[config.mk]
export PLATFORM = sky130hd
export DESIGN_NAME = hwag_angle_outputs_flat
export DESIGN_NICKNAME = d
export VERILOG_FILES = /design/src/rtl/hwag_angle_outputs_pkg.sv /design/src/rtl/hwag_angle_outputs_if.sv /design/src/rtl/hwag_angle_outputs_channel.sv /design/src/rtl/hwag_angle_outputs.sv /design/src/flat_wrapper.sv
export SDC_FILE = /design/constraint.sdc
export NUM_CORES = 1
export LEC_CHECK = 0
export CAP_MARGIN = 15
export CORE_UTILIZATION = 64
export DETAILED_ROUTE_END_ITERATION = 7
export DONT_BUFFER_PORTS = 1
export PLACE_DENSITY = 0.8
export REMOVE_ABC_BUFFERS = 1
export SKIP_CTS_REPAIR_TIMING = 1
export SLEW_MARGIN = 20
export SYNTH_ARGS = -nofsm -noshare
export SYNTH_HDL_FRONTEND = slang
export SYNTH_SLANG_ARGS = --single-unit
[constraint.sdc]
create_clock -name clk -period 3.1 [get_ports clk]
set_clock_uncertainty 0.05 [all_clocks]
set_input_delay 0.62 -clock clk [delete_from_list [all_inputs] [get_ports clk]]
set_output_delay 0.62 -clock clk [all_outputs]
set_load 0.05 [all_outputs]
[src/rtl/hwag_angle_outputs_pkg.sv]
// Shared constants and types for the HWAG angle-triggered output bank (package hwag_pkg).
package hwag_pkg;

    localparam int HWAG_PERIOD_720    = 7680;
    localparam int HWAG_PERIOD_360    = 3840;
    localparam int HWAG_DWELL_MAX_CLK = 1000;
    localparam int HWAG_AW            = 24;
    localparam int HWAG_DWELL_W       = 24;

    typedef enum logic {
        OFF = 1'b0,
        ON  = 1'b1
    } hwag_ch_state_t;

    typedef struct packed {
        logic [HWAG_AW-1:0] set;
        logic [HWAG_AW-1:0] reset;
    } hwag_window_t;

endpackage

[src/rtl/hwag_angle_outputs_if.sv]
// Angle/config bundle for hwag_angle_outputs.
// HWAG_OUT_DWELL_LIMIT_EN adds the dwell_fault flags.
interface hwag_angle_outputs_if #(
    parameter int CH = 4,
    parameter int AW = 24
);
    localparam int CW = (CH > 1) ? $clog2(CH) : 1;

    logic [AW-1:0] angle;
    logic          angle_step;
    logic          angle_valid;
    logic          wr_en;
    logic [CW-1:0] wr_ch;
    logic [AW-1:0] wr_set;
    logic [AW-1:0] wr_reset;
    logic          wr_err;
    logic [CH-1:0] pending;
    logic [CH-1:0] out;
`ifdef HWAG_OUT_DWELL_LIMIT_EN
    logic [CH-1:0] dwell_fault;
`endif

    modport master (
        output angle, angle_step, angle_valid, wr_en, wr_ch, wr_set, wr_reset,
        input  wr_err, pending, out
`ifdef HWAG_OUT_DWELL_LIMIT_EN
        , input dwell_fault
`endif
    );

    modport slave (
        input  angle, angle_step, angle_valid, wr_en, wr_ch, wr_set, wr_reset,
        output wr_err, pending, out
`ifdef HWAG_OUT_DWELL_LIMIT_EN
        , output dwell_fault
`endif
    );

endinterface

[src/rtl/hwag_angle_outputs_channel.sv]
// One angle-triggered output channel: shadow/active window, OFF/ON FSM, commit logic.
// HWAG_OUT_DWELL_LIMIT_EN adds an on-time counter that forces OFF and flags a fault.
module hwag_out_channel
    import hwag_pkg::*;
#(
    parameter int AW = 24
) (
    input  logic          clk,
    input  logic          rst_n,
    input  logic [AW-1:0] i_angle,
    input  logic          i_angle_step,
    input  logic          i_angle_valid,
    input  logic          i_wr,
    input  logic [AW-1:0] i_set,
    input  logic [AW-1:0] i_reset,
    output logic          o_out,
    output logic          o_pending
`ifdef HWAG_OUT_DWELL_LIMIT_EN
    , output logic        o_dwell_fault
`endif
);

    hwag_ch_state_t     r_state;
    hwag_window_t       r_shadow;
    hwag_window_t       r_active;
    logic               r_pending;
    hwag_window_t       w_wr_win;
    hwag_window_t       w_win;
    logic [HWAG_AW-1:0] w_angle;
    logic               w_commit;
    logic               w_set_hit;
    logic               w_rst_hit;
    logic               w_trip;

    // A commit in this cycle is already visible to the transition compare.
    always_comb begin
        w_angle        = HWAG_AW'(i_angle);
        w_wr_win.set   = HWAG_AW'(i_set);
        w_wr_win.reset = HWAG_AW'(i_reset);
        w_commit       = r_pending && (r_state == OFF) && !i_wr &&
                         (!i_angle_valid || (i_angle_step && (w_angle == '0)));
        w_win          = w_commit ? r_shadow : r_active;
        w_set_hit      = i_angle_step && (w_angle == w_win.set) && (w_win.set != w_win.reset);
        w_rst_hit      = i_angle_step && (w_angle == w_win.reset);
    end

`ifdef HWAG_OUT_DWELL_LIMIT_EN
    logic [HWAG_DWELL_W-1:0] r_dwell;
    logic                    r_fault;

    assign w_trip = (r_state == ON) && (r_dwell == HWAG_DWELL_W'(HWAG_DWELL_MAX_CLK - 1));

    always_ff @(posedge clk or negedge rst_n) begin
        if (!rst_n) begin
            r_dwell <= '0;
            r_fault <= 1'b0;
        end else begin
            r_dwell <= (r_state == ON) ? r_dwell + 1'b1 : '0;
            if (i_angle_valid && w_trip) begin
                r_fault <= 1'b1;
            end else if (i_wr) begin
                r_fault <= 1'b0;
            end
        end
    end

    assign o_dwell_fault = r_fault;
`else
    assign w_trip = 1'b0;
`endif

    always_ff @(posedge clk or negedge rst_n) begin
        if (!rst_n) begin
            r_state   <= OFF;
            r_shadow  <= '0;
            r_active  <= '0;
            r_pending <= 1'b0;
        end else begin
            if (i_wr) begin
                r_shadow  <= w_wr_win;
                r_pending <= 1'b1;
            end else if (w_commit) begin
                r_pending <= 1'b0;
            end
            if (w_commit) begin
                r_active <= r_shadow;
            end
            if (!i_angle_valid) begin
                r_state <= OFF;
            end else begin
                case (r_state)
                    OFF: if (w_set_hit) r_state <= ON;
                    ON:  if (w_rst_hit || w_trip) r_state <= OFF;
                    default: r_state <= OFF;
                endcase
            end
        end
    end

    assign o_out     = (r_state == ON);
    assign o_pending = r_pending;

endmodule

[src/rtl/hwag_angle_outputs.sv]
// Bank of CH angle-triggered outputs: write decoder plus one hwag_out_channel per channel.
// HWAG_OUT_DWELL_LIMIT_EN enables per-channel dwell limiting and the dwell_fault flags.
module hwag_angle_outputs
    import hwag_pkg::*;
#(
    parameter int CH     = 4,
    parameter int AW     = 24,
    parameter int PERIOD = HWAG_PERIOD_720
) (
    input  logic                 clk,
    input  logic                 rst,
    hwag_angle_outputs_if.slave  io_bus
);

    localparam int CW = (CH > 1) ? $clog2(CH) : 1;

    logic          w_wr_ok;
    logic          r_wr_err;
    logic [CH-1:0] w_out;
    logic [CH-1:0] w_pending;
`ifdef HWAG_OUT_DWELL_LIMIT_EN
    logic [CH-1:0] w_fault;
`endif

    always_comb begin
        w_wr_ok = io_bus.wr_en &&
                  (64'(io_bus.wr_set) < 64'(PERIOD)) &&
                  (64'(io_bus.wr_reset) < 64'(PERIOD)) &&
                  (int'(io_bus.wr_ch) < CH);
    end

    always_ff @(posedge clk or negedge rst) begin
        if (!rst) begin
            r_wr_err <= 1'b0;
        end else begin
            r_wr_err <= io_bus.wr_en && !w_wr_ok;
        end
    end

    for (genvar g = 0; g < CH; g++) begin : g_ch
        logic w_sel;
        assign w_sel = w_wr_ok && (io_bus.wr_ch == CW'(g));

        hwag_out_channel #(.AW(AW)) u_ch (
            .clk           (clk),
            .rst_n         (rst),
            .i_angle       (io_bus.angle),
            .i_angle_step  (io_bus.angle_step),
            .i_angle_valid (io_bus.angle_valid),
            .i_wr          (w_sel),
            .i_set         (io_bus.wr_set),
            .i_reset       (io_bus.wr_reset),
            .o_out         (w_out[g]),
            .o_pending     (w_pending[g])
`ifdef HWAG_OUT_DWELL_LIMIT_EN
            , .o_dwell_fault (w_fault[g])
`endif
        );
    end

    assign io_bus.wr_err  = r_wr_err;
    assign io_bus.out     = w_out;
    assign io_bus.pending = w_pending;
`ifdef HWAG_OUT_DWELL_LIMIT_EN
    assign io_bus.dwell_fault = w_fault;
`endif

endmodule

[src/flat_wrapper.sv]
// flat-port wrapper written by rule: the top's interface ports become plain ports
module hwag_angle_outputs_flat import hwag_pkg::*;
#(
    parameter int CH     = 4,
    parameter int AW     = 24,
    parameter int PERIOD = HWAG_PERIOD_720
)
  (clk, rst, io_bus_angle, io_bus_angle_step, io_bus_angle_valid, io_bus_wr_en, io_bus_wr_ch, io_bus_wr_set, io_bus_wr_reset, io_bus_wr_err, io_bus_pending, io_bus_out);
  hwag_angle_outputs_if #(.CH(CH), .AW(AW)) io_bus_i ();
  input  logic clk;
  input  logic rst;
  input wire logic [$bits(io_bus_i.angle)-1:0] io_bus_angle;
  input wire logic [$bits(io_bus_i.angle_step)-1:0] io_bus_angle_step;
  input wire logic [$bits(io_bus_i.angle_valid)-1:0] io_bus_angle_valid;
  input wire logic [$bits(io_bus_i.wr_en)-1:0] io_bus_wr_en;
  input wire logic [$bits(io_bus_i.wr_ch)-1:0] io_bus_wr_ch;
  input wire logic [$bits(io_bus_i.wr_set)-1:0] io_bus_wr_set;
  input wire logic [$bits(io_bus_i.wr_reset)-1:0] io_bus_wr_reset;
  output wire logic [$bits(io_bus_i.wr_err)-1:0] io_bus_wr_err;
  output wire logic [$bits(io_bus_i.pending)-1:0] io_bus_pending;
  output wire logic [$bits(io_bus_i.out)-1:0] io_bus_out;
  assign io_bus_i.angle = io_bus_angle;
  assign io_bus_i.angle_step = io_bus_angle_step;
  assign io_bus_i.angle_valid = io_bus_angle_valid;
  assign io_bus_i.wr_en = io_bus_wr_en;
  assign io_bus_i.wr_ch = io_bus_wr_ch;
  assign io_bus_i.wr_set = io_bus_wr_set;
  assign io_bus_i.wr_reset = io_bus_wr_reset;
  assign io_bus_wr_err = io_bus_i.wr_err;
  assign io_bus_pending = io_bus_i.pending;
  assign io_bus_out = io_bus_i.out;
  hwag_angle_outputs #(.CH(CH), .AW(AW), .PERIOD(PERIOD)) u_core (.clk(clk), .rst(rst), .io_bus(io_bus_i));
endmodule
==> qor.yml <==
timing:
  tns_ns: 0
  tightest_slew_ns: 1.353
  fin_crit_sh_pct: 97.48
  finalSetupViolCount: 0
  max_freq_ghz: 0.3309
  post-route-min-period_ns: 3.022
  slew_violations: 0
  max-slew-margin-rel_pct: 9.787
  holdWs_ns: -0.2859
  timing_hold_violations_final: 387
yosys:
  yosys_warnings: 0
  syn_area_per_cell_um2: 10.41
  synth_seq_area_share_pct: 48.95
  syn_inst: 1930
  ys_async_sr_fraction_pct: 100.0
  synth_edf_count: 0
  synth_cell_types: 73
  yosys-top-cells-area: "dfrtp_1 49%, xor2_1 7.2%, mux2_2 7.1%"
  yosysTopAreaCellShare_pct: 48.95
  synthTopCellsByCount: "393 x dfrtp_1, 331 x nand2_1, 165 x xor2_1"
  synth_seq_cells: 393
  synth.most_common_cell: "dfrtp_1"
  netlist_area_um2: 20090
  synth_top_area_cell: "dfrtp_1"
  ys.flop_type: "dfrtp_1"
pwr:
  power_mw: 10.50
  combPwrFrac_pct: 3.0
  switchingPower_mw: 2.318
  swShare_pct: 22.07
  power.density_nw_per_um2: 464.1
  intPower_mw: 8.183
  seq_power_share_pct: 48.9
  clockPowerShare_pct: 48.1
  leakagePower_nw: 11.32
  irDropWorstVdd_mv: 0.5017
placed_design:
  dp_cells: 2347
  postPlaceCellArea_um2: 21150
  gp_congestion: 1.041
  portBuffers: 0
  hpwlAfterDp_mm: 49.68
global_routing:
  grt_pass1_wl_mm: 101.3
  grt_max_degree: 394
  antenna_found_initial: 1
  gr-total-overflow: 0
  grtUsageTotal_pct: 44.16
  grt_pass1_vias: 15910
cts:
  insertion_delay_ns: 0.57
  clock_sink_count: 393
  cts_max_path_buffers: 3
  clock-root-buffer: "clkbuf_16"
  cts_made_buffers: 42
  path_clk_slew_ns: 0.06
  h-tree-depth: 2
  cts_tree: "done"
floorplan:
  fp.dieW_um: 179.2
  design.core.area_um2: 30750
  std_cell_rows: 64
  die-area_um2: 32100
  dieHeight_um: 179.2
  start_util_pct: 65.34
  pin_count: 88
final_layout:
  seqCellArea_um2: 9834
  fillers: 2205
  final_cells: 2431
  fin_nets: 2081
  areaGrowthSynthToFinish_pct: 12.63
  final_cell_area_um2: 22630
  layout-drive-gt1-share_pct: 17.27
  multi_input_area_um2: 9560
setup_path:
  crit_path_max_incr_delay_ns: 0.51
  start_kind: "primary input"
  critPathCaptureType: "flip-flop"
  path_delay_family: "simple AND/OR/NAND/NOR gates"
  path_class: "primary input to flip-flop"
  cp_max_fo: 7
  critPathArrivalTime_ns: 3.41
  cp_slowest_cell: "or4_1"
  critPathRequiredTime_ns: 3.49
  cp_num_buf_inv: 3
  path_cells: "nor4_2 > buf_4 > nand4_4 > buf_6 > nor4_4 > nor2_4 > buf_12 > mux2_2 > xnor2_1 > a221o_1 > or4_1 > o211a_1"
flow_run:
  maxCapViolCount: 0
detailed_routing:
  drt_iter0_markers: 1904
  vias_per_cell: 6.564
  vias: 15960
  wire_per_inst_um: 28.68
  drt-total-wl_mm: 69.72
  dr.pass1.iters: 7
  drc: 4
  drtAntennaViolNets: 0
run_status:
  status: "finished, violations left"
  violations: "design-rule violations, negative hold slack"
min_path:
  hold_class: "primary input to async pin"
layout make-up:
cell class | count | area share, %
clock buffers | 58 | 5.225
inverters | 75 | 1.244
multi-input cells | 1356 | 42.25
repair buffers | 134 | 4.811
clock inverters | 16 | 0.7852
flip-flops and latches | 393 | 43.46
diodes | 3 | 0.03318
well taps | 396 | 2.190
power groups by stage:
stage / clock network, mW / logic (mW) / registers (mW)
3_5_place_dp: 0 / 0.303 / 5.23
4_1_cts: 5.05 / 0.307 / 5.13
6_report: 5.05 / 0.319 / 5.13
2_1_floorplan: 0 / 0.173 / 5.23
3_3_place_gp: 0 / 0.306 / 5.23
5_1_grt: 5.25 / 0.329 / 5.13
worst paths after layout:
path                                                                end                                   startpoint  cells after the start  slack, ns
min reg2reg                   u_core.g_ch[1].u_ch.r_active[2]$_DFF_PN0_  u_core.g_ch[1].u_ch.r_shadow[2]$_DFFE_PN0P_                      2       0.46
min                          u_core.g_ch[0].u_ch.r_active[11]$_DFF_PN0_                                          rst                      0      -0.29
min in group clk           u_core.g_ch[2].u_ch.r_shadow[28]$_DFFE_PN0P_                             io_bus_wr_set[4]                      2       0.11
max reg2reg                         u_core.g_ch[0].u_ch.o_out$_DFF_PN0_          u_core.g_ch[0].u_ch.o_out$_DFF_PN0_                     10       0.12
max in group asynchronous    u_core.g_ch[1].u_ch.r_active[26]$_DFF_PN0_                                          rst                      0       2.21
max                                 u_core.g_ch[0].u_ch.o_out$_DFF_PN0_                          io_bus_wr_reset[18]                     12       0.08
cells by family after synthesis:
| logic type | Yosys count | share of synthesized area, % |
|---|---|---|
| simple gates | 655 | 16.44 |
| buf+inv | 181 | 3.998 |
| xor+xnor | 324 | 14.12 |
| compound gates | 218 | 7.561 |
| mux | 159 | 8.924 |
| flops | 393 | 48.95 |
worst reg2reg max path, stage by stage (launching register included):
cell	delay [ns]
dfrtp_1	0.43
nor2b_1	0.16
and4_1	0.24
a21oi_1	0.12
nor2_4	0.28
buf_12	0.16
mux2_2	0.34
xnor2_1	0.14
a221o_1	0.30
or4_1	0.51
o211a_1	0.14
sequential cells by signal, indices dropped and copies added, names as in the netlist:
register / cells
u_core.g_ch.u_ch.o_pending: 4
u_core.g_ch.u_ch.r_shadow: 192
u_core.g_ch.u_ch.o_out: 4
u_core.g_ch.u_ch.r_active: 192
u_core.io_bus.wr_err: 1
per-stage QoR:
step / util, % / hold WS [ns] / worst slack [ns]
CTS: 73.22 / -0.3018 / 0.1431
detailed placement: 68.79 / 0.2830 / -0.4152
floorplan: - / 0.2744 / -8.588
global route: 73.56 / -0.3030 / -0.004015
finish: 73.59 / -0.2859 / 0.07800
global placement: 68.79 / 0.2810 / -0.4408
cells in the final DEF (no fill, tap or decap), types with 11 or more instances in the layout:
| cell | count |
|---|---|
| dfrtp_1 | 393 |
| nand2_1 | 331 |
| xor2_1 | 165 |
| xnor2_1 | 159 |
| mux2_2 | 127 |
| buf_4 | 126 |
| inv_1 | 69 |
| o21ai_0 | 69 |
| nor2b_1 | 65 |
| nor4_1 | 62 |
| nand4_1 | 50 |
| clkbuf_16 | 43 |
| o22ai_1 | 32 |
| nor2_1 | 29 |
| nand3_1 | 26 |
| and2_1 | 22 |
| nor3_1 | 20 |
| mux2_1 | 18 |
| o2bb2ai_1 | 12 |
| a21oi_1 | 11 |
| a22o_1 | 11 |
| clkinv_2 | 11 |
metal layers:
metal | routed length (um) | GRT usage, % | vias up
met5 | 0 | 0 | -
met4 | 4962 | 28.82 | 0
met2 | 29940 | 64.06 | 1064
met3 | 7855 | 13.08 | 275
li1 | - | - | 6756
met1 | 26960 | 57.46 | 7862
Note: power is estimated with default switching activity, not from simulation.
